[src/rtl/i2c_req_arbiter.sv]
// Round-robin arbiter that lets NUM_REQ requesters share one i2c_top master.
// Runs one transaction at a time and returns data and status to the granted requester.
module i2c_req_arbiter #(
  parameter int unsigned NUM_REQ     = 4,
  parameter int unsigned TIMEOUT_CYC = 200000
) (
  input  logic                 clk,
  input  logic                 rst,
  input  logic [NUM_REQ-1:0]   req,
  input  logic [NUM_REQ-1:0]   req_op,
  input  logic [7*NUM_REQ-1:0] req_addr,
  input  logic [8*NUM_REQ-1:0] req_din,
  output logic [NUM_REQ-1:0]   gnt,
  output logic [NUM_REQ-1:0]   rsp_valid,
  output logic [7:0]           rsp_data,
  output logic                 rsp_ack_err,
  output logic                 rsp_timeout,
  output logic                 m_newd,
  output logic                 m_op,
  output logic [6:0]           m_addr,
  output logic [7:0]           m_din,
  input  logic                 m_busy,
  input  logic                 m_done,
  input  logic                 m_ack_err,
  input  logic [7:0]           m_dout
);

  localparam int unsigned IdxW = (NUM_REQ > 1) ? $clog2(NUM_REQ) : 1;
  localparam int unsigned CntW = $clog2(TIMEOUT_CYC + 1);
  localparam logic [CntW-1:0] CntLast = CntW'(TIMEOUT_CYC - 1);

  typedef enum logic [2:0] {StIdle, StIssue, StWaitStart, StWaitDone, StResp} state_e;

  state_e          state_q, state_d;
  logic [IdxW-1:0] ptr_q, ptr_d;
  logic [IdxW-1:0] idx_q, idx_d;
  logic [CntW-1:0] cnt_q, cnt_d;
  logic            op_q, op_d;
  logic [6:0]      addr_q, addr_d;
  logic [7:0]      din_q, din_d;
  logic [7:0]      data_q, data_d;
  logic            ack_q, ack_d;
  logic            to_q, to_d;

  logic [6:0]      addr_arr [NUM_REQ];
  logic [7:0]      din_arr  [NUM_REQ];
  logic            found;
  logic [IdxW-1:0] pick;
  logic [IdxW-1:0] cand;

  always_comb begin
    for (int i = 0; i < NUM_REQ; i++) begin
      addr_arr[i] = req_addr[7*i +: 7];
      din_arr[i]  = req_din[8*i +: 8];
    end
  end

  // Search upward from ptr+1 so the last-served requester has lowest priority.
  always_comb begin
    found = 1'b0;
    pick  = ptr_q;
    cand  = '0;
    for (int unsigned off = 1; off <= NUM_REQ; off++) begin
      cand = IdxW'((32'(ptr_q) + off) % NUM_REQ);
      if (!found && req[cand]) begin
        found = 1'b1;
        pick  = cand;
      end
    end
  end

  always_ff @(posedge clk) begin
    if (rst) begin
      state_q <= StIdle;
      ptr_q   <= IdxW'(NUM_REQ - 1);
      idx_q   <= '0;
      cnt_q   <= '0;
      op_q    <= 1'b0;
      addr_q  <= '0;
      din_q   <= '0;
      data_q  <= '0;
      ack_q   <= 1'b0;
      to_q    <= 1'b0;
    end else begin
      state_q <= state_d;
      ptr_q   <= ptr_d;
      idx_q   <= idx_d;
      cnt_q   <= cnt_d;
      op_q    <= op_d;
      addr_q  <= addr_d;
      din_q   <= din_d;
      data_q  <= data_d;
      ack_q   <= ack_d;
      to_q    <= to_d;
    end
  end

  always_comb begin
    state_d = state_q;
    ptr_d   = ptr_q;
    idx_d   = idx_q;
    cnt_d   = cnt_q;
    op_d    = op_q;
    addr_d  = addr_q;
    din_d   = din_q;
    data_d  = data_q;
    ack_d   = ack_q;
    to_d    = to_q;
    unique case (state_q)
      StIdle: begin
        if (found && !m_busy) begin
          idx_d   = pick;
          op_d    = req_op[pick];
          addr_d  = addr_arr[pick];
          din_d   = din_arr[pick];
          state_d = StIssue;
        end
      end
      StIssue: begin
        // The counter holds the number of cycles elapsed since the m_newd pulse.
        cnt_d   = CntW'(1);
        state_d = StWaitStart;
      end
      StWaitStart: begin
        if (cnt_q == CntLast) begin
          data_d  = '0;
          ack_d   = 1'b0;
          to_d    = 1'b1;
          state_d = StResp;
        end else begin
          cnt_d = cnt_q + 1'b1;
          if (m_busy) state_d = StWaitDone;
        end
      end
      StWaitDone: begin
        if (m_done) begin
          data_d  = op_q ? m_dout : 8'h00;
          ack_d   = m_ack_err;
          to_d    = 1'b0;
          state_d = StResp;
        end else if (cnt_q == CntLast) begin
          data_d  = '0;
          ack_d   = 1'b0;
          to_d    = 1'b1;
          state_d = StResp;
        end else begin
          cnt_d = cnt_q + 1'b1;
        end
      end
      StResp: begin
        ptr_d   = idx_q;
        state_d = StIdle;
      end
      default: state_d = StIdle;
    endcase
  end

  always_comb begin
    gnt       = '0;
    rsp_valid = '0;
    m_newd    = 1'b0;
    if (state_q != StIdle) gnt[idx_q] = 1'b1;
    if (state_q == StIssue) m_newd = 1'b1;
    if (state_q == StResp) rsp_valid[idx_q] = 1'b1;
    m_op        = op_q;
    m_addr      = addr_q;
    m_din       = din_q;
    rsp_data    = data_q;
    rsp_ack_err = ack_q;
    rsp_timeout = to_q;
  end

endmodule

[config.mk]
export PLATFORM = sky130hd
export DESIGN_NAME = i2c_req_arbiter
export DESIGN_NICKNAME = d
export VERILOG_FILES = /design/src/rtl/i2c_req_arbiter.sv
export SDC_FILE = /design/constraint.sdc
export NUM_CORES = 1
export LEC_CHECK = 0
export CORE_MARGIN = 2
export CORE_UTILIZATION = 25
export DETAILED_ROUTE_END_ITERATION = 8
export PLACE_DENSITY = 0.62
export SETUP_SLACK_MARGIN = 0.1
export SLEW_MARGIN = 10
export SYNTH_ARGS = -nofsm -noshare
export SYNTH_HDL_FRONTEND = slang
export SYNTH_SLANG_ARGS = --single-unit
export TNS_END_PERCENT = 5
[constraint.sdc]
create_clock -name clk -period 2.1 [get_ports clk]
set_input_delay 0.525 -clock clk [delete_from_list [all_inputs] [get_ports clk]]
set_output_delay 0.525 -clock clk [all_outputs]
set_load 0.1 [all_outputs]
==> run summary, run 1 <==
CTS
- **worst-skew pair later-pin latency** 0.29 ns
- **CTS tree** done
- **number of buffers inserted for hold repair after clock tree synthesis** 0
- **Bufs on Longest Clock Path** 2
- **clock root cell** clkbuf_16
- **postcts setup bufs** 0
- **Num Clock Sinks** 51
- **Clock transition at path regs** 0.06 ns
- **H-tree depth reported by CTS** 2
- **TritonCTS buffer count** 5

Placement
- **routability congestion estimate** 0.814
- **half-perimeter wire length after placement** 6790 um
- **Cell Count Post-Placement** 614
- **minimum setup slack after placement** -0.270 ns
- **IO buf count** 115

Timing
- **final period demand of the worst path** 2.13 ns
- **final-report setup violation count** 4
- **Setup Skew** 0.00440 ns
- **highest achievable clock rate** 470 MHz
- **final slew viol count** 0
- **transition time at the pin with the least slew margin** 0.561 ns
- **final critical-path share of the clock period** 101%
- **final hold violation count** 0
- **setup repair after global routing missed its margin** true
- **final setup slack of the worst path** -0.0296 ns
- **worst slew margin relative to its limit** 62.6%
- **sum of negative setup slack** -0.0982 ns

Min path
- **Worst Hold Launch** cnt_q[1]
- **Cells on Worst Hold Path** 2
- **capture endpoint of the worst hold path** cnt_q[1]
- **Hold/Removal Path Class** reg -> reg

Power
- **switching power total** 996 uW
- **Reg power frac** 36.0%
- **P_leak** 1.86 nW
- **maximum VDD drop** 0.328 mV
- **switching share of total power** 33.4%
- **combinational fraction of design power** 33.8%
- **power density normalized to cell area** 630 nW/um2
- **design internal power** 1.98 mW
- **clock network fraction of total power** 30.2%

Floorplanning
- **effective utilization at floorplan** 25.9%
- **Placeable Area** 10,900 um2
- **I/O pin count** 116
- **Die Width** 111 um
- **Vert. Die Dim** 111 um
- **Die ar.** 12,200 um2
- **number of placement rows** 38

Route
- **1st-iter DRT viols** 114
- **wire length per cell** 13.9 um
- **overall routed net length** 8610 um
- **Remaining DRCs** 0
- **Via Count** 3,044
- **post-detailed-route count of antenna-violating nets** 0
- **number of search-and-repair iterations in the first detailed-routing pass** 4
- **number of vias per cell after detailed routing** 4.90

Critical path
- **Critical Path Start Type** flop
- **required time of the critical path** 2.32 ns
- **maximum cell stage delay along the critical path** 0.57 ns
- **FF-to-FF path depth** 7
- **worst-path maximum fanout** 10
- **type of the setup path with the least slack** reg -> reg
- **reg-to-reg startpoint** cnt_q[13]
- **sort of element at the end of the critical path** flop
- **worst endpoint data arrival time** 2.35 ns
- **Worst path top cell family by delay** simple AND/OR/NAND/NOR gates
- **cells along the critical path** or4b_4 > or4_4 > buf_6 > o21ai_4 > buf_4 > nor2_1 > nor3_2
- **Critical R2R Capture** cnt_q[2]
- **register-to-register setup slack** -0.03 ns
- **worst-path cell with the longest stage delay** or4_4
- **buffers plus inverters on the worst setup path** 2

Layout
- **number of fillers in the final layout** 1,083
- **# diodes** 0
- **Total Nets Final** 563
- **final core utilization** 43.2%
- **layout cell share with drive strength beyond 1** 23.1%
- **number of standard cells in the layout, taps in and fillers out** 621
- **post-synthesis to final-layout area growth** 66.7%

Synthesis
- **most area-hungry cell type in the Yosys netlist** dfxtp_1
- **ys flop type** dfxtp_1
- **Area contributors post-synth** dfxtp_1 36%, mux2i_1 5.6%, and4_1 4.9%
- **top cell types by occurrence after synthesis** 51 x dfxtp_1, 33 x nand2_1, 27 x nor2_1, 22 x o21ai_0
- **count leader, synth** dfxtp_1
- **Post-Syn Nets** 429
- **share of synthesized flip-flops with an asynchronous set or reset** 0%
- **share of the yosys chip area belonging to registers** 36.0%
- **Cells after Synth** 347
- **Yosys warnings** 0
- **count of flip-flops with a built-in enable after synthesis** 0
- **Netlist cell types** 53
- **portion of synthesized cell area occupied by the leading cell type** 36.0%
- **total of flip-flops plus latches after synthesis** 51
- **average instance area after synthesis** 8.17 um2
- **total standard cell area after synthesis** 2840 um2

GRT
- **number of global-route vias before repair** 3,129
- **sum of overflow across all layers after global routing** 0
- **total routing resource utilization after global routing** 13.9%
- **initial antenna violation count** 0
- **pin count of the biggest net entering global routing** 33
- **global-route wire length before repair** 14,300 um

Run status
- **violated checks** setup timing
- **status** complete, but fails checks

Job
- **max_cap viols** 0

==> cells by family after synthesis <==
kind of cell / count (synthesis) / share of synthesized area, %
muxes: 16 / 5.65
buffers and inverters: 40 / 5.87
and+or+nand+nor: 133 / 26.5
DFF: 51 / 36.0
adders and majority gates: 1 / 0.441
xor gates and xnor gates: 8 / 2.47
AOI/OAI and AO/OA: 98 / 23.1
==> power by group through the flow <==
stage,Clock [mW],Sequential (mW),Combinational [mW]
2_1_floorplan,0,1.33,0.340
5_1_grt,0.970,1.08,1.06
6_report,0.900,1.07,1.01
4_1_cts,0.921,1.07,0.994
3_5_place_dp,0,1.09,0.989
3_3_place_gp,0,1.09,0.981
==> how the worst max path moves through the flow <==
| stage | startpoint | to | slack [ns] | cells after the start |
|---|---|---|---|---|
| global route | cnt_q[13] | cnt_q[4] | -0.11 | 7 |
| finish | cnt_q[13] | cnt_q[2] | -0.03 | 7 |
| CTS | cnt_q[13] | cnt_q[2] | -0.03 | 7 |
| detailed placement | m_done | cnt_q[15] | -0.27 | 6 |
| floorplan | state_q[2] | gnt[1] | -0.27 | 2 |
| global placement | req[1] | m_addr[2] | -0.23 | 6 |
==> final cells by class <==
type                       instances  area, um2  share of cell area [%]
clock buffer                       6        129                    2.73
clock inverter                     1       30.0                   0.635
inverter                          18       67.6                    1.43
multi-input combinational        256       1770                    37.4
sequential                        51       1030                    21.7
tap                              140        175                    3.70
timing repair buffer             149       1530                    32.4
==> worst min-delay path: cells and delay by family, from the launching register on <==
family,cells,cell delay (ns)
AND/OR/NAND/NOR,1,0.06
AO/OA/AOI/OAI,1,0.05
flip-flops,1,0.32
==> layer usage <==
metal	routed length [um]	vias to the layer above	GRT usage (%)
met5	0	-	0
met4	197	0	5.75
met3	671	15	4.61
met2	4310	95	24.7
met1	3430	1402	15.2
li1	-	1532	-
==> stage by stage <==
| step | power [mW] | hold slack [ns] | instance area (um2) |
|---|---|---|---|
| 5_1_grt | 3.11 | 0.504 | 4730 |
| 3_3_place_gp | 2.07 | 0.458 | 4470 |
| 4_1_cts | 2.98 | 0.480 | 4660 |
| 6_report | 2.98 | 0.478 | 4730 |
| 2_1_floorplan | 1.67 | 0.449 | 2870 |
| 3_5_place_dp | 2.08 | 0.469 | 4470 |
==> sequential cells by signal, indices dropped and copies added, names as in the netlist <==
register	flops
m_op	1
rsp_timeout	1
cnt_q	18
state_q	3
ptr_q	2
idx_q	2
rsp_ack_err	1
m_din	8
rsp_data	8
m_addr	7
==> placed cells by master, fill, tap and decap left out, types with 10 or more instances in the layout <==
master / n
clkdlybuf4s50_1: 77
buf_4: 51
dfxtp_1: 47
nand2_1: 32
nor2_1: 22
o21ai_0: 21
inv_1: 18
a31oi_1: 18
mux2i_1: 16
and4_1: 16
o211ai_1: 16
buf_12: 16
a21oi_1: 13
nand3_1: 10
==> what timing repair did <==
action                     CTS  global route
pin swaps                    5             3
resized for setup            5            19
setup endpoints to repair   44            52
No activity file was read; power rests on OpenSTA's default activity.
==> run 2, diff against run 1 <==
Settings changed: SETUP_SLACK_MARGIN 0.1 to 0.02.
Clock period 2.1 ns to 2.5 ns, I/O delays scaled along.
==> run summary, run 2 (synthesized netlist as in run 1, its figures left out) <==
Run status
- **status** finished clean

GRT
- **initial antenna violation count** 0
- **sum of overflow across all layers after global routing** 0
- **pin count of the biggest net entering global routing** 31
- **total routing resource utilization after global routing** 14.1%
- **number of global-route vias before repair** 3,021
- **global-route wire length before repair** 14,300 um

Route
- **Via Count** 3,001
- **post-detailed-route count of antenna-violating nets** 0
- **wire length per cell** 14.2 um
- **1st-iter DRT viols** 90
- **number of vias per cell after detailed routing** 4.96
- **number of search-and-repair iterations in the first detailed-routing pass** 4
- **Remaining DRCs** 0
- **overall routed net length** 8620 um

CTS
- **Bufs on Longest Clock Path** 2
- **worst-skew pair later-pin latency** 0.30 ns
- **H-tree depth reported by CTS** 2
- **clock root cell** clkbuf_16
- **postcts setup bufs** 0
- **TritonCTS buffer count** 5
- **CTS tree** done
- **Num Clock Sinks** 51
- **Clock transition at path regs** 0.07 ns

Floorplanning
- **effective utilization at floorplan** 25.9%
- **Die Width** 111 um
- **Vert. Die Dim** 111 um
- **Die ar.** 12,200 um2
- **Placeable Area** 10,900 um2
- **I/O pin count** 116
- **number of placement rows** 38

Timing
- **worst slew margin relative to its limit** 55.6%
- **final hold violation count** 0
- **final critical-path share of the clock period** 90.7%
- **final-report setup violation count** 0
- **Hold Slack** 0.470 ns
- **transition time at the pin with the least slew margin** 0.665 ns
- **setup repair after global routing missed its margin** false
- **highest achievable clock rate** 441 MHz
- **final period demand of the worst path** 2.27 ns
- **final slew viol count** 0
- **Setup Skew** 0.00945 ns

Critical path
- **type of the setup path with the least slack** in -> reg
- **worst endpoint data arrival time** 2.45 ns
- **worst-path maximum fanout** 14
- **reg-to-reg startpoint** cnt_q[14]
- **maximum cell stage delay along the critical path** 0.44 ns
- **FF-to-FF path depth** 5
- **cells along the critical path** clkdlybuf4s50_1 > nor2b_1 > buf_4 > o21bai_2 > and3_1 > buf_12 > mux2i_1 > o211ai_1
- **register-to-register setup slack** 0.26 ns
- **worst-path cell with the longest stage delay** clkdlybuf4s50_1
- **Critical Path Start Type** input pin
- **required time of the critical path** 2.68 ns
- **Critical R2R Capture** cnt_q[15]
- **sort of element at the end of the critical path** flop

Layout
- **flip-flop count of the largest register, all copies and words added** 18
- **post-synthesis to final-layout area growth** 57.4%
- **Total Nets Final** 546
- **most common library cell in the layout ignoring fill and taps** clkdlybuf4s50_1
- **post-layout instance area** 4460 um2
- **# diodes** 0
- **number of standard cells in the layout, taps in and fillers out** 605
- **layout cell share with drive strength beyond 1** 16.8%
- **register bank with the most flops** cnt_q
- **most frequent cells in the layout** 80 x clkdlybuf4s50_1, 51 x dfxtp_1, 37 x buf_4, 33 x nand2_1, 27 x nor2_1

Power
- **P_leak** 1.72 nW
- **power density normalized to cell area** 539 nW/um2
- **maximum VDD drop** 0.318 mV

Min path
- **Cells on Worst Hold Path** 2
- **Worst Hold Launch** cnt_q[1]
- **capture endpoint of the worst hold path** cnt_q[1]
- **Hold/Removal Path Class** reg -> reg

Placement
- **routability congestion estimate** 0.801
- **Cell Count Post-Placement** 597
- **area after detailed placement** 4310 um2
- **half-perimeter wire length after placement** 6810 um
- **IO buf count** 115

Job
- **max_cap viols** 0

run 2: cell count changes in the layout (fill, tap and decap cells not counted), moves of 3 or more:
cell             previous run  this run
nor2_1                     22        27
dlymetal6s2s_1              3         0
clkdlybuf4s50_1            77        80
dfxtp_1                    47        51
dfxtp_2                     4         0
nor2_2                      4         1
buf_4                      51        37
run 2: power breakdown:
| part | total [mW] | internal, mW | switching [mW] |
|---|---|---|---|
| combinational | 0.788 | 0.304 | 0.484 |
| sequential | 0.892 | 0.853 | 0.0387 |
| clock | 0.725 | 0.381 | 0.343 |
run 2: worst max path at each step:
stage                 to  slack, ns       start
2_1_floorplan     gnt[0]      -0.70  state_q[2]
3_3_place_gp   m_addr[2]      -0.07      req[1]
3_5_place_dp   m_addr[2]      -0.12      req[1]
4_1_cts        cnt_q[15]       0.16   cnt_q[14]
5_1_grt         m_din[6]       0.13      req[1]
6_report       m_addr[2]       0.23      req[1]
run 2: per-layer routing:
layer  up-vias  part of all wire (%)  global-route usage [%]
met1      1382                    42                    16.3
met4         0                   1.8                    4.75
met3        13                   7.1                    3.95
met2       103                    49                    25.2
li1       1503                     -                       -
met5         -                     0                       0
run 2: final cells by class:
type,count,area (um2)
clock buffers,5,125
clock inverters,3,26.3
fillers,1094,6470
inverters,18,67.6
well taps,140,175
repair buffers,132,1380
flip-flops and latches,51,1020
multi-input cells,256,1670
run 2: worst max-delay path, delay by kind of cell:
| kind | cells | cell delay, ns |
|---|---|---|
| simple gates | 2 | 0.45 |
| compound gates | 2 | 0.38 |
| buf+inv | 3 | 0.75 |
| mux | 1 | 0.23 |
run 2: repair_timing:
action                     4_1_cts  5_1_grt
hold buffers                     0        0
gates resized for setup          0        1
setup endpoints to repair        0        2
run 2: metrics by stage:
step | worst slack, ns | power [mW] | utilization, % | setup TNS, ns
6_report | 0.233 | 2.41 | 40.8 | 0
3_3_place_gp | -0.0652 | 1.70 | 39.4 | -0.230
3_5_place_dp | -0.121 | 1.71 | 39.4 | -1.06
4_1_cts | 0.158 | 2.43 | 40.8 | 0
2_1_floorplan | -0.697 | 1.39 | - | -4.62
5_1_grt | 0.125 | 2.51 | 40.8 | 0
==> run 3, diff against run 2 <==
Settings changed: CORE_UTILIZATION 25 to 47, PLACE_DENSITY 0.62 to 0.95.
==> run summary, run 3 (synthesized netlist as in run 1, its figures left out) <==
Run status
- **status** finished clean

CTS
- **TritonCTS buffer count** 5
- **worst-skew pair later-pin latency** 0.31 ns
- **Clock transition at path regs** 0.09 ns
- **Num Clock Sinks** 51
- **clock root cell** clkbuf_8
- **H-tree depth reported by CTS** 2
- **CTS tree** done
- **Bufs on Longest Clock Path** 2
- **postcts setup bufs** 0
- **number of buffers inserted for hold repair after clock tree synthesis** 0

Timing
- **Setup Skew** 0.00825 ns
- **final-report setup violation count** 0
- **worst slew margin relative to its limit** 48.6%
- **final critical-path share of the clock period** 94.3%
- **transition time at the pin with the least slew margin** 0.770 ns
- **highest achievable clock rate** 424 MHz
- **final hold violation count** 0
- **setup repair after global routing missed its margin** false
- **final slew viol count** 0
- **final period demand of the worst path** 2.36 ns

Route
- **Via Count** 3,076
- **Remaining DRCs** 0
- **wire length per cell** 15.2 um
- **1st-iter DRT viols** 155
- **number of vias per cell after detailed routing** 5.74
- **number of search-and-repair iterations in the first detailed-routing pass** 5
- **post-detailed-route count of antenna-violating nets** 0
- **overall routed net length** 8160 um

Placement
- **area after detailed placement** 4140 um2
- **routability congestion estimate** 0.863
- **IO buf count** 115
- **half-perimeter wire length after placement** 6300 um
- **Cell Count Post-Placement** 528

Critical path
- **type of the setup path with the least slack** in -> reg
- **Critical R2R Capture** cnt_q[15]
- **required time of the critical path** 2.73 ns
- **reg-to-reg startpoint** cnt_q[14]
- **register-to-register setup slack** 0.18 ns
- **cells along the critical path** clkdlybuf4s50_1 > nand2b_1 > o21ai_0 > a2111oi_4 > o21ai_0 > o211ai_1
- **Critical Path Start Type** input pin
- **worst-path maximum fanout** 16
- **sort of element at the end of the critical path** flop
- **most numerous cell on the critical path** o21ai_0
- **worst endpoint data arrival time** 2.59 ns
- **worst-path cell with the longest stage delay** a2111oi_4
- **maximum cell stage delay along the critical path** 0.80 ns
- **FF-to-FF path depth** 5

Layout
- **layout cell share with drive strength beyond 1** 16.1%
- **post-synthesis to final-layout area growth** 49.8%
- **post-layout instance area** 4250 um2
- **register bank with the most flops** cnt_q
- **Total Nets Final** 542
- **final core utilization** 72.2%
- **# diodes** 0
- **number of standard cells in the layout, taps in and fillers out** 536
- **most frequent cells in the layout** 80 x clkdlybuf4s50_1, 51 x dfxtp_1, 37 x buf_4, 33 x nand2_1, 27 x nor2_1
- **flip-flop count of the largest register, all copies and words added** 18
- **most common library cell in the layout ignoring fill and taps** clkdlybuf4s50_1

GRT
- **global-route wire length before repair** 13,300 um
- **total routing resource utilization after global routing** 25.1%
- **number of global-route vias before repair** 3,009
- **pin count of the biggest net entering global routing** 33
- **sum of overflow across all layers after global routing** 0
- **initial antenna violation count** 0

Min path
- **Cells on Worst Hold Path** 2
- **Worst Hold Launch** cnt_q[1]
- **Hold/Removal Path Class** reg -> reg
- **capture endpoint of the worst hold path** cnt_q[1]

Job
- **max_cap viols** 0

Floorplanning
- **Die ar.** 6670 um2
- **effective utilization at floorplan** 48.2%
- **number of placement rows** 28
- **Placeable Area** 5890 um2
- **Die Width** 81.7 um
- **Vert. Die Dim** 81.7 um
- **I/O pin count** 116

Power
- **maximum VDD drop** 0.290 mV
- **P_leak** 1.66 nW
- **power density normalized to cell area** 509 nW/um2
- **post-layout total power** 2.16 mW

-- run 3: changes by cell type in the layout (fill, tap and decap cells not counted), sizes merged --
| cell | previous run | this run |
|---|---|---|
| inv | 20 | 18 |
| buf | 52 | 48 |
| clkinv | 1 | 2 |
| clkinvlp | 0 | 1 |
-- run 3: routing by layer --
layer | part of all wire, % | wire length [um] | track usage (%)
met1 | 39 | 3210 | 29.9
met3 | 6.8 | 554 | 5.27
met2 | 51 | 4190 | 44.4
met4 | 2.5 | 207 | 9.33
met5 | 0 | 0 | 0
-- run 3: power breakdown --
group	switching [mW]	internal (mW)	total [mW]
logic	0.486	0.299	0.785
registers	0.0404	0.853	0.894
clock network	0.285	0.201	0.486
total	0.812	1.35	2.16
-- run 3: how the worst max path moves through the flow --
| stage | depth (start not counted) | end | start | slack (ns) |
|---|---|---|---|---|
| 3_3_place_gp | 6 | m_addr[6] | req[1] | -0.45 |
| 4_1_cts | 6 | m_addr[3] | req[1] | 0.10 |
| 6_report | 6 | m_addr[1] | req[3] | 0.14 |
| 3_5_place_dp | 6 | m_addr[3] | req[1] | -0.63 |
| 2_1_floorplan | 2 | gnt[0] | state_q[2] | -0.70 |
| 5_1_grt | 5 | cnt_q[15] | cnt_q[14] | 0.06 |
-- run 3: final cells by class --
| type | count | area, um2 |
|---|---|---|
| Multi-Input combinational cell | 256 | 1680 |
| Fill cell | 425 | 1640 |
| Timing Repair Buffer | 128 | 1300 |
| Sequential cell | 51 | 1020 |
| Tap cell | 75 | 93.8 |
| Clock buffer | 5 | 68.8 |
| Inverter | 18 | 67.6 |
| Clock inverter | 3 | 25.0 |
-- run 3: timing repair --
action	CTS	global route
pin swaps	0	1
resized for setup	1	0
endpoints found under the setup margin	16	4
-- run 3: stage by stage --
step	worst slack (ns)	hold WS (ns)	TNS (ns)
floorplan	-0.697	0.449	-4.62
global placement	-0.451	0.461	-7.12
detailed placement	-0.627	0.470	-9.15
CTS	0.103	0.483	0
global route	0.0559	0.504	0
finish	0.143	0.484	0
-- run 3: critical path: cells and delay by family --
kind                   cells  cell delay, ns
buffers and inverters      1            0.47
AND/OR/NAND/NOR            1            0.13
AO/OA/AOI/OAI              4            1.37
